`config.mk`:
```
export PLATFORM = sky130hd
export DESIGN_NAME = maxunpool_stream_flat
export DESIGN_NICKNAME = d
export VERILOG_FILES = /design/src/rtl/maxunpool_stream_if.sv /design/src/rtl/maxunpool_stream.sv /design/src/flat_wrapper.sv
export SDC_FILE = /design/constraint.sdc
export NUM_CORES = 1
export LEC_CHECK = 0
export BUFFER_PORTS_ARGS = -buffer_cell sky130_fd_sc_hd__buf_2
export CORE_MARGIN = 2
export CORE_UTILIZATION = 60
export DETAILED_ROUTE_END_ITERATION = 16
export GPL_TIMING_DRIVEN = 0
export PLACE_DENSITY = 0.89
export SYNTH_ARGS = -nofsm -noshare
export SYNTH_HDL_FRONTEND = slang
export SYNTH_SLANG_ARGS = --single-unit
```
`constraint.sdc`:
```
create_clock -name clk -period 4.5 [get_ports clk]
set_input_delay 0.675 -clock clk [delete_from_list [all_inputs] [get_ports clk]]
set_output_delay 0.675 -clock clk [all_outputs]
set_load 0.005 [all_outputs]
```
`src/rtl/maxunpool_stream_if.sv`:
```
// Handshake bundle for the 2x2 max-unpool stream: pooled entries in, unpooled pixels out.
// Both sides use valid/ready: a transfer happens on a rising edge where valid && ready.
interface maxunpool_stream_if #(
  parameter int DATA_W = 16
);
  logic              in_valid;
  logic              in_ready;
  logic [DATA_W-1:0] in_data;
  logic [1:0]        in_idx;
  logic              out_valid;
  logic              out_ready;
  logic [DATA_W-1:0] out_data;
  logic              out_last;
  logic              fsm_state;  // 0 = FILL, 1 = EMIT

  modport master (
    output in_valid, in_data, in_idx, out_ready,
    input  in_ready, out_valid, out_data, out_last, fsm_state
  );

  modport slave (
    input  in_valid, in_data, in_idx, out_ready,
    output in_ready, out_valid, out_data, out_last, fsm_state
  );
endinterface

```
`src/rtl/maxunpool_stream.sv`:
```
// Streaming 2x2 max-unpooling: buffers one pooled row, then emits the two
// reconstructed output rows with each value at its argmax position.
module maxunpool_stream #(
  parameter int DATA_W = 16,
  parameter int IN_W   = 3,
  parameter int IN_H   = 3
) (
  input logic               clk,
  input logic               rst,
  maxunpool_stream_if.slave bus
);
  localparam int CW = (IN_W > 1) ? $clog2(IN_W) : 1;
  localparam int PW = $clog2(4 * IN_W);
  localparam int RW = (IN_H > 1) ? $clog2(IN_H) : 1;

  typedef enum logic {FILL = 1'b0, EMIT = 1'b1} state_t;

  state_t            state, state_nxt;
  logic [CW-1:0]     wcnt;
  logic [PW-1:0]     pcnt;
  logic [RW-1:0]     row;
  logic [DATA_W-1:0] rbuf_data [IN_W];
  logic [1:0]        rbuf_idx  [IN_W];

  logic              wr_en, fill_done, out_fire, row_done;
  logic [PW-1:0]     sel, sel_c;
  logic              sel_r, pix_last;
  logic [DATA_W-1:0] pix, data_v;
  logic [1:0]        idx_v;

  assign bus.fsm_state = state;

  always_comb begin
    state_nxt    = state;
    bus.in_ready = (state == FILL) && !rst;
    wr_en        = bus.in_valid && bus.in_ready;
    fill_done    = wr_en && (wcnt == CW'(IN_W - 1));
    out_fire     = bus.out_valid && bus.out_ready;
    row_done     = out_fire && (pcnt == PW'(4 * IN_W - 1));
    case (state)
      FILL:    if (fill_done) state_nxt = EMIT;
      EMIT:    if (row_done)  state_nxt = FILL;
      default: state_nxt = FILL;
    endcase
  end

  // Next pixel to load into the output register. The buffer view bypasses the
  // entry being written so the first pixel is correct even if its window is the last one.
  always_comb begin
    sel    = (state == FILL) ? '0 : pcnt + 1'b1;
    sel_r  = (sel >= PW'(2 * IN_W));
    sel_c  = sel_r ? sel - PW'(2 * IN_W) : sel;
    pix    = '0;
    data_v = '0;
    idx_v  = '0;
    for (int i = 0; i < IN_W; i++) begin
      if ((sel_c >> 1) == PW'(i)) begin
        data_v = (wr_en && wcnt == CW'(i)) ? bus.in_data : rbuf_data[i];
        idx_v  = (wr_en && wcnt == CW'(i)) ? bus.in_idx  : rbuf_idx[i];
        if (idx_v == {sel_r, sel_c[0]}) pix = data_v;
      end
    end
    pix_last = (row == RW'(IN_H - 1)) && (sel == PW'(4 * IN_W - 1));
  end

  always_ff @(posedge clk or posedge rst) begin
    if (rst) state <= FILL;
    else     state <= state_nxt;
  end

  always_ff @(posedge clk or posedge rst) begin
    if (rst) begin
      wcnt          <= '0;
      pcnt          <= '0;
      row           <= '0;
      bus.out_valid <= 1'b0;
      bus.out_data  <= '0;
      bus.out_last  <= 1'b0;
    end else begin
      if (wr_en) wcnt <= fill_done ? '0 : wcnt + 1'b1;
      if (fill_done) begin
        pcnt          <= '0;
        bus.out_valid <= 1'b1;
        bus.out_data  <= pix;
        bus.out_last  <= pix_last;
      end else if (row_done) begin
        bus.out_valid <= 1'b0;
        bus.out_data  <= '0;
        bus.out_last  <= 1'b0;
        row           <= (row == RW'(IN_H - 1)) ? '0 : row + 1'b1;
      end else if (out_fire) begin
        pcnt          <= pcnt + 1'b1;
        bus.out_data  <= pix;
        bus.out_last  <= pix_last;
      end
    end
  end

  always_ff @(posedge clk) begin
    for (int i = 0; i < IN_W; i++) begin
      if (wr_en && wcnt == CW'(i)) begin
        rbuf_data[i] <= bus.in_data;
        rbuf_idx[i]  <= bus.in_idx;
      end
    end
  end
endmodule
```
`src/flat_wrapper.sv`:
```
// flat-port wrapper written by rule: the top's interface ports become plain ports
module maxunpool_stream_flat 
#(
  parameter int DATA_W = 16,
  parameter int IN_W   = 3,
  parameter int IN_H   = 3
)
  (clk, rst, bus_in_valid, bus_in_data, bus_in_idx, bus_out_ready, bus_in_ready, bus_out_valid, bus_out_data, bus_out_last, bus_fsm_state);
  maxunpool_stream_if #(.DATA_W(DATA_W)) bus_i ();
  input logic clk;
  input logic rst;
  input wire logic [$bits(bus_i.in_valid)-1:0] bus_in_valid;
  input wire logic [$bits(bus_i.in_data)-1:0] bus_in_data;
  input wire logic [$bits(bus_i.in_idx)-1:0] bus_in_idx;
  input wire logic [$bits(bus_i.out_ready)-1:0] bus_out_ready;
  output wire logic [$bits(bus_i.in_ready)-1:0] bus_in_ready;
  output wire logic [$bits(bus_i.out_valid)-1:0] bus_out_valid;
  output wire logic [$bits(bus_i.out_data)-1:0] bus_out_data;
  output wire logic [$bits(bus_i.out_last)-1:0] bus_out_last;
  output wire logic [$bits(bus_i.fsm_state)-1:0] bus_fsm_state;
  assign bus_i.in_valid = bus_in_valid;
  assign bus_i.in_data = bus_in_data;
  assign bus_i.in_idx = bus_in_idx;
  assign bus_i.out_ready = bus_out_ready;
  assign bus_in_ready = bus_i.in_ready;
  assign bus_out_valid = bus_i.out_valid;
  assign bus_out_data = bus_i.out_data;
  assign bus_out_last = bus_i.out_last;
  assign bus_fsm_state = bus_i.fsm_state;
  maxunpool_stream #(.DATA_W(DATA_W), .IN_W(IN_W), .IN_H(IN_H)) u_core (.clk(clk), .rst(rst), .bus(bus_i));
endmodule
```
Word level (Yosys, flattened, before mapping)

Memory sizes are Yosys's and may differ from the RTL's.
Cells that the tools add are included.

Bits in registers: 27
RAM bits: 54
Input bits: 22
Output and inout bits: 20
Logic and storage cells: 94
Memories kept: 2

Memory list:

| name             | words | bits a word | rd ports | clocked after memory_dff | write ports | line                   | source |
|---|---|---|---|---|---|---|---|
| u_core.rbuf_data | 3     | 16          | 3        | 0                        | 1           | maxunpool_stream.sv:22 | `logic [DATA_W-1:0] rbuf_data [IN_W];` |
| u_core.rbuf_idx  | 3     | 2           | 3        | 0                        | 1           | maxunpool_stream.sv:23 | `logic [1:0] rbuf_idx [IN_W];` |

Add/subtract/negate cells: 4
Magnitude comparators: 1
Equality and inequality tests: 11
Multiplexer cells: 47
Bitwise operators: 2
Reductions and logical operators: 20

Operators with widths:

| cell                                                                    | number |
|---|---|
| 16-bit 2-to-1 mux                                                       | 14 |
| 16-bit OR reduction                                                     | 2 |
| 2-bit 2-to-1 mux                                                        | 11 |
| 4-bit 2-to-1 mux                                                        | 5 |
| 1-bit 2-to-1 mux                                                        | 16 |
| 4-bit equality test, second input constant                              | 2 |
| 1-bit logical AND                                                       | 8 |
| 2-bit equality test                                                     | 3 |
| 2-bit by 1-bit adder with 2-bit output, second input constant           | 2 |
| 4-bit by 1-bit adder with 4-bit output, second input constant           | 1 |
| 2-bit equality test, second input constant                              | 2 |
| 4-bit by 3-bit >= comparator with 1-bit output, second input constant   | 1 |
| 4-bit zero test                                                         | 1 |
| 2-bit AND reduction                                                     | 2 |
| 2-bit nonzero test                                                      | 2 |
| 2-bit OR reduction                                                      | 2 |
| 4-bit by 3-bit subtractor with 4-bit output, second input constant      | 1 |
| 3-bit by 1-bit equality test with 1-bit output, second input constant   | 1 |
| 3-bit by 2-bit equality test with 1-bit output, second input constant   | 1 |
| 3-bit nonzero test                                                      | 1 |
| 2-bit by 1-bit equality test with 1-bit output, second input constant   | 1 |
| 2-bit zero test                                                         | 1 |
| 2-bit by 1-bit inequality test with 1-bit output, second input constant | 1 |
| 1-bit inverter                                                          | 2 |
| other kinds (2)                                                         | 2 |

Logic depth before layout (Yosys ltp)

Gate-level depths: netlist of run 1.

Word-level depth: 15
Depth in mapped cells: 12

Worst setup path after synthesis of run 1

No wires, ideal clock.

Path type: register to register
From: register u_core.pcnt[1]
To: register u_core.bus.out_data[6]
Library setup time: 0.143 ns
Arrival: 2.591 ns
Slack: 1.766 ns
Cell stages (with the launch flop): 11
Cell sequence: dfrtp_1 -> ha_1 -> clkbuf_1 -> and2_1 -> ha_1 -> nand2_1 -> a211oi_1 -> o221ai_1 -> o21ai_1 -> clkbuf_1 -> o221ai_1

Word-level cells in the longest chain between the ends: 14
Elaborated cells between the ends (all ways): 23
Classes of those cells: add/sub (2); order compare (1); eq/ne (6); mux (11); reduce/logical (3)

RTL lines:

| what                                           | line                      | source |
|---|---|---|
| from (decl)                                    | maxunpool_stream.sv:20    | `logic [PW-1:0] pcnt;` |
| from (signal assigned)                         | maxunpool_stream.sv:92    | `pcnt <= pcnt + 1'b1;` |
| 4-bit by 1-bit adder with 4-bit output         | maxunpool_stream.sv:50    | `sel = (state == FILL) ? '0 : pcnt + 1'b1;` |
| 4-bit 2-to-1 mux                               | maxunpool_stream.sv:50    |  |
| 4-bit by 3-bit >= comparator with 1-bit output | maxunpool_stream.sv:51    | `sel_r = (sel >= PW'(2 * IN_W));` |
| 4-bit 2-to-1 mux                               | maxunpool_stream.sv:52    | `sel_c = sel_r ? sel - PW'(2 * IN_W) : sel;` |
| 2-bit equality test                            | maxunpool_stream.sv:60    | `if (idx_v == {sel_r, sel_c[0]}) pix = data_v;` |
| 16-bit 2-to-1 mux                              | maxunpool_stream.sv:60    |  |
| 16-bit 2-to-1 mux                              | maxunpool_stream.sv:57    | `if ((sel_c >> 1) == PW'(i)) begin` |
| 16-bit 2-to-1 mux                              | maxunpool_stream.sv:60    |  |
| 16-bit 2-to-1 mux                              | maxunpool_stream.sv:57    |  |
| 16-bit 2-to-1 mux                              | maxunpool_stream.sv:60    |  |
| 16-bit 2-to-1 mux                              | maxunpool_stream.sv:57    |  |
| 16-bit 2-to-1 mux                              | maxunpool_stream.sv:91    | `end else if (out_fire) begin` |
| 16-bit 2-to-1 mux                              | maxunpool_stream.sv:86    | `end else if (row_done) begin` |
| 16-bit 2-to-1 mux                              | maxunpool_stream.sv:81    | `if (fill_done) begin` |
| to (signal assigned)                           | maxunpool_stream.sv:84    | `bus.out_data <= pix;` |
| to (signal assigned)                           | maxunpool_stream.sv:93    | `bus.out_data <= pix;` |
| to (decl)                                      | maxunpool_stream_if.sv:23 | `output in_ready, out_valid, out_data, out_last, fsm_state` |

Parallel ways exist; a longest one is shown, timed or not. The select of a mux whose other input is x is not followed.
A chain may end at the register's enable or synchronous reset.

Worst setup path in the final report of run 1

From: register u_core.pcnt[1]
To: register u_core.bus.out_data[2]

The elaborated chain is that of the path after synthesis.

==> results of run 1 <==
## metal layers
layer,share of wire,global-route usage,up-vias
li1,-,-,1255
met1,0.42,0.3452,1298
met2,0.50,0.4167,101
met3,0.060,0.04944,15
met4,0.021,0.1220,0
met5,0,0,-
## worst reg2reg max path, cell delays in order, from the launching register on
cell and delay [ns]:
dfrtp_1 0.45, ha_1 0.27, xnor2_1 0.43, nor2_1 0.09, ha_1 0.36, nand2_1 0.06
a211oi_1 0.25, o221ai_1 0.19, o21ai_1 0.64, clkbuf_1 0.51, o221ai_1 0.22
## worst max path at each step
stage,end,slack (ns),depth (start not counted)
floorplan,u_core.bus.out_data[6],1.77,10
global placement,u_core.bus.out_data[6],1.09,10
detailed placement,u_core.bus.out_data[8],1.00,10
CTS,u_core.bus.out_data[8],0.93,10
global route,u_core.bus.out_data[2],0.65,10
finish,u_core.bus.out_data[2],0.87,10
## through the flow
stage | util | cell area [um^2] | std cells
after CTS | 0.7183 | 4004 | 443
after floorplan | - | 3492 | 315
final | 0.7183 | 4004 | 443
after detailed placement | 0.6795 | 3787 | 428
after global placement | 0.6795 | 3787 | 428
after global routing | 0.7183 | 4004 | 443
## power groups by stage
stage	clock network [W]	registers [W]	logic, W
3_5_place_dp	0	0.000744	0.0000352
5_1_grt	0.000615	0.000729	0.0000389
3_3_place_gp	0	0.000744	0.0000341
2_1_floorplan	0	0.000743	0.0000165
6_report	0.000581	0.000728	0.0000356
4_1_cts	0.000585	0.000728	0.0000355
## cell usage after synthesis (3+ instances only)
cell type,number
dfxtp_1,54
nand3_1,6
clkbuf_1,7
xnor2_1,3
nor2_1,10
o221ai_1,18
mux2_2,32
and2_1,3
inv_1,22
a21o_1,3
mux2i_1,18
buf_6,3
o21ai_1,3
nand2_1,30
a32oi_1,16
o21ai_0,4
dfrtp_1,27
buf_2,7
a21oi_1,6
## state kept, by name, summed over array words and instances (netlist names)
signal / count
u_core.rbuf_data: 48
u_core.bus.out_data: 16
u_core.rbuf_idx: 6
u_core.pcnt: 4
u_core.row: 2
u_core.wcnt: 2
u_core.bus.fsm_state: 1
u_core.bus.out_last: 1
u_core.bus.out_valid: 1
## area by class of cell
type,count,area (um^2),area share
plain buffers,19,107.6,0.02687
clock buffers,9,123.9,0.03094
clock inverters,6,92.59,0.02313
inverters,22,82.58,0.02063
multi-input cells,193,1545,0.3859
flip-flops and latches,81,1757,0.4387
well taps,72,90.09,0.02250
repair buffers,41,205.2,0.05125
## cell families (layout without fill, tap and decap cells)
kind of cell,Yosys count,after routing,synth area share
AO/OA/AOI/OAI,66,66,0.1562
XOR/XNOR,5,5,0.01254
adder cells (fa/ha/maj),2,2,0.007165
buffers and inverters,41,97,0.05446
flip-flops,81,81,0.5030
multiplexers,51,51,0.1591
AND/OR/NAND/NOR,69,69,0.1075
==> flow_summary.json, run 1 <==
{
  "path_clk_slew_ns": 0.08,
  "finalSetupViolations": 0,
  "slew_violations": 0,
  "post_cts_resize_count": 0,
  "tightest_slew_ns": 1.094,
  "synth-edff-count": 0,
  "seqPwrFrac": 0.541,
  "place_congestion": 0.8977,
  "num-fill-cells": 392,
  "first_pass_iters": 4,
  "cp_cell_sequence": "ha_1 > xnor2_1 > nor2_1 > ha_1 > nand2_1 > a211oi_1 > o221ai_1 > o21ai_1 > clkbuf_1 > o221ai_1",
  "fmaxAchievable_mhz": 275.8,
  "fin_hold_ws_ns": 0.4672,
  "fp.dieH_um": 80.29,
  "seq_area_frac_synth": 0.5030,
  "drt_iter0_drc": 313,
  "synth.avg_cell_area_um2": 11.09,
  "path_class": "reg -> reg",
  "grt_overflow_total": 0,
  "crit_family": "compound AO/OA/AOI/OAI gates",
  "hold_depth": 2,
  "syn_nets": 339,
  "place_ws_ns": 1.003,
  "synthFlopType": "dfxtp_1",
  "layout_setup_ws_ns": 0.8739,
  "cp-start-kind": "flip-flop",
  "final_common_cell": "dfxtp_1",
  "synth_top_area_frac": 0.3096,
  "grt_first_pass_wirelength_mm": 12.63,
  "drv_cap": 0,
  "hp-start": "u_core.rbuf_data[0][43]",
  "p_switching_w": 0.0002911,
  "status": "complete, no violations",
  "clkSinkCount": 81,
  "required_ns": 4.69,
  "hold_path.class": "reg -> reg",
  "grt_antenna_before_repair": 0,
  "end_kind": "flip-flop",
  "p_sw_frac": 0.2165,
  "fin_crit_sh": 0.8058,
  "initial_utilization": 0.6265,
  "cts_tree": "done",
  "ant_nets": 0,
  "hpwl_mm": 5.197,
  "cts_setup_buffers": 0,
  "crit_slowest_cell": "o21ai_1",
  "finalHoldViolCount": 0,
  "path_buf_inv": 1,
  "slew_headroom": 0.2700,
  "cts_hold_buf": 0,
  "route.detailed.drc": 0,
  "syn_area_um2": 3492,
  "synthArstFlopShare": 0.3333,
  "grt_pass1_vias": 2599,
  "rr_startpoint": "u_core.pcnt[1]",
  "arrival_ns": 3.82,
  "startpoint": "u_core.pcnt[1]",
  "htreeDepth": 3,
  "nets": 391,
  "cp_max_fo": 10,
  "rrSetupSlack_ns": 0.87,
  "total_power_w": 0.001345,
  "r2r_cells": 10,
  "final_cell_mix": "dfxtp_1 (54), buf_2 (48), mux2_2 (32)",
  "die_area_um2": 6446,
  "numCtsBuffers": 9,
  "skew_ns": 0.01286,
  "synth_area_leader_cell": "dfxtp_1",
  "port_buffers": 41,
  "rsz0062_at_grt": "no",
  "yosysWarnings": 0,
  "clock_path_buffers": 2,
  "grt_usage": 0.2619,
  "grt_max_degree": 28,
  "ys_seq_elements": 81,
  "netlist_top_cells_area": "dfxtp_1 (31%), dfrtp_1 (19%), mux2_2 (10%)",
  "combPwrFrac": 0.026,
  "core_area_um2": 5574,
  "syn_inst": 315,
  "ios": 42,
  "max_stage_delay_ns": 0.64,
  "wire_per_inst_um": 17.73,
  "reg2reg_to": "u_core.bus.out_data[2]",
  "via_count": 2669,
  "p_clk_frac": 0.432,
  "layout-drive-gt1-share": 0.2965,
  "antennaDiodeCount": 0,
  "root_buffer": "clkbuf_8",
  "routed_wl_mm": 7.854,
  "row_count": 27,
  "leakage_nw": 2.027,
  "clk_latency_ns": 0.36,
  "ir_drop_mv": 0.2723,
  "min_to": "u_core.rbuf_data[0][43]",
  "area_delta_synth_final_pct": 14.65,
  "synth_cell_types": 54,
  "power.density_nw_per_um2": 335.9,
  "finalSetupTns_ns": 0,
  "p_int_w": 0.001054,
  "die_x_um": 80.29,
  "fin_crit_ns": 3.626,
  "via_per_inst": 6.025
}
No activity file was read; power rests on OpenSTA's default activity.
==> run 2, diff against run 1 <==
--- a/config.mk
+++ b/config.mk
@@ -7,10 +7,10 @@
 export LEC_CHECK = 0
 export BUFFER_PORTS_ARGS = -buffer_cell sky130_fd_sc_hd__buf_2
 export CORE_MARGIN = 2
-export CORE_UTILIZATION = 60
+export CORE_UTILIZATION = 57
 export DETAILED_ROUTE_END_ITERATION = 16
 export GPL_TIMING_DRIVEN = 0
-export PLACE_DENSITY = 0.89
+export PLACE_DENSITY = 0.85
 export SYNTH_ARGS = -nofsm -noshare
 export SYNTH_HDL_FRONTEND = slang
 export SYNTH_SLANG_ARGS = --single-unit
==> constraint.sdc (replaced) <==
create_clock -name clk -period 3.4 [get_ports clk]
set_input_delay 0.51 -clock clk [delete_from_list [all_inputs] [get_ports clk]]
set_output_delay 0.51 -clock clk [all_outputs]
set_load 0.005 [all_outputs]
==> run 2 against run 1 <==
  * Count of clock-buffer cells in the layout up 1
  * Sequential power increased by 32%
  * Wire length shrank 1.6%
  * Clock skew down 0.00061 ns
  * Sequential share of layout area is 0.17 points higher
  * Register-to-register slack got worse by 0.56 ns
  * Setup slack got worse by 0.56 ns
  * Global-route usage fell by 1.4 points
  * Largest cell class unchanged
  * Highest routed layer unchanged
==> flow_summary.json, run 2 (synthesis results as in run 1) <==
{
  "cts_hold_buf": 0,
  "initial_utilization": 0.5898,
  "routed_wl_mm": 7.728,
  "arrival_ns": 3.35,
  "grt_antenna_before_repair": 0,
  "antennaDiodeCount": 0,
  "rr_startpoint": "u_core.pcnt[1]",
  "placed_area_um2": 3791,
  "grt_overflow_total": 0,
  "cp_cell_sequence": "ha_2 > and2_1 > ha_1 > nand2_1 > a211oi_1 > o221ai_1 > or3b_1 > clkbuf_1 > buf_2 > o221ai_1",
  "drt_iter0_drc": 191,
  "tightest_slew_ns": 1.133,
  "end_kind": "flip-flop",
  "clk_latency_ns": 0.36,
  "die_x_um": 82.27,
  "path_clk_slew_ns": 0.09,
  "route.detailed.drc": 0,
  "fin_crit_sh": 0.9088,
  "hpwl_mm": 5.241,
  "die_area_um2": 6768,
  "htreeDepth": 3,
  "max_stage_delay_ns": 0.48,
  "total_power_w": 0.001692,
  "finalSetupTns_ns": 0,
  "required_ns": 3.66,
  "hold_depth": 3,
  "row_count": 28,
  "final_cell_mix": "dfxtp_1 (54), buf_2 (48), mux2_2 (32)",
  "ant_nets": 0,
  "ir_drop_mv": 0.2921,
  "slew_violations": 0,
  "root_buffer": "clkbuf_8",
  "power.density_nw_per_um2": 424.2,
  "fin_crit_ns": 3.090,
  "min_to": "u_core.rbuf_data[0][46]",
  "slew_headroom": 0.2439,
  "cp-start-kind": "flip-flop",
  "final_common_cell": "dfxtp_1",
  "clock_path_buffers": 2,
  "fp.dieH_um": 82.27,
  "wire_per_inst_um": 17.33,
  "area_delta_synth_final_pct": 14.22,
  "grt_max_degree": 28,
  "seqCellArea_um2": 1757,
  "finalSetupViolations": 0,
  "ios": 42,
  "skew_ns": 0.01225,
  "reg2reg_to": "u_core.bus.out_data[9]",
  "grt_first_pass_wirelength_mm": 12.47,
  "cp_common_cell": "o221ai_1",
  "regMostFlops": "u_core.rbuf_data",
  "hold_path.class": "in -> reg",
  "largest_register_ffs": 48,
  "core_area_um2": 5921,
  "crit_slowest_cell": "dfrtp_1",
  "place_congestion": 0.8399,
  "via_count": 2645,
  "stdcell_area_um2": 3989,
  "clkSinkCount": 81,
  "cp_max_fo": 11,
  "via_per_inst": 5.930,
  "finalHoldViolCount": 0,
  "rsz0062_at_grt": "no",
  "drv_cap": 0,
  "numCtsBuffers": 9,
  "leakage_nw": 2.019,
  "nets": 390,
  "layout-drive-gt1-share": 0.3073,
  "rrSetupSlack_ns": 0.31,
  "first_pass_iters": 4,
  "cts_setup_buffers": 0,
  "num-fill-cells": 460,
  "grt_pass1_vias": 2571,
  "r2r_cells": 10,
  "status": "complete, no violations",
  "port_buffers": 41,
  "grt_usage": 0.2480,
  "multi_input_area_um2": 1559,
  "reg_top3": "u_core.rbuf_data (48), u_core.bus.out_data (16), u_core.rbuf_idx (6)",
  "hp-start": "bus_in_data[14]",
  "cts_tree": "done",
  "fmaxAchievable_mhz": 323.7,
  "path_class": "reg -> reg"
}
==> run 2: cell types whose count changed in the layout (fill, tap and decap cells not counted), sizes merged <==
cell	before	now
clkinvlp	1	0
inv	23	22
bufinv	2	1
clkinv	2	5
==> run 2: worst max path at each step <==
| stage | startpoint | cells after the start | to | slack, ns |
|---|---|---|---|---|
| finish | u_core.pcnt[1] | 10 | u_core.bus.out_data[9] | 0.31 |
| global route | u_core.pcnt[1] | 10 | u_core.bus.out_data[9] | 0.05 |
| CTS | u_core.pcnt[1] | 10 | u_core.bus.out_data[6] | 0.07 |
| detailed placement | u_core.pcnt[1] | 10 | u_core.bus.out_data[6] | -0.06 |
| global placement | u_core.pcnt[1] | 10 | u_core.bus.out_data[7] | -0.02 |
| floorplan | u_core.pcnt[1] | 10 | u_core.bus.out_data[6] | 0.67 |
==> run 2: through the flow <==
step	worst slack [ns]	utilization	std cells	hold WS (ns)
CTS	0.06997	0.6724	447	0.4049
finish	0.3102	0.6737	446	0.4026
global route	0.05335	0.6737	446	0.4237
global placement	-0.02276	0.6403	431	0.4377
detailed placement	-0.06485	0.6403	431	0.4501
floorplan	0.6656	-	315	0.4283
==> run 2: final cells by class <==
| type | count | area share |
|---|---|---|
| Sequential cell | 81 | 0.4404 |
| Multi-Input combinational cell | 193 | 0.3908 |
| Timing Repair Buffer | 41 | 0.05144 |
| Clock buffer | 10 | 0.03199 |
| Buffer | 18 | 0.02635 |
| Tap cell | 75 | 0.02353 |
| Inverter | 22 | 0.02070 |
| Clock inverter | 6 | 0.01474 |
==> run 2: critical path: cells and delay by family (launching register included) <==
family                   cells  cell delay (ns)
adder cells (fa/ha/maj)      2             0.72
buffers and inverters        2             0.47
AND/OR/NAND/NOR              3             0.66
flip-flops                   1             0.48
AO/OA/AOI/OAI                3             0.66
==> run 2: report_power, final <==
group	internal [W]	switching (W)	leakage (nW)	total, W
logic	0.0000191	0.0000279	1.11	0.0000470
registers	0.000961	0.00000221	0.809	0.000963
clock network	0.000336	0.000346	0.0998	0.000682
==> run 2: timing repair <==
item,in CTS,in global routing
resized for setup,1,4
pin swaps,0,1
endpoints found under the setup margin,10,16
==> run 2: routing by layer <==
metal | track usage | part of all wire | up-vias
met3 | 0.05543 | 0.039 | 16
met1 | 0.3326 | 0.46 | 1307
met4 | 0.09500 | 0.023 | 0
met2 | 0.3911 | 0.48 | 68
met5 | 0 | 0 | -
li1 | - | - | 1254
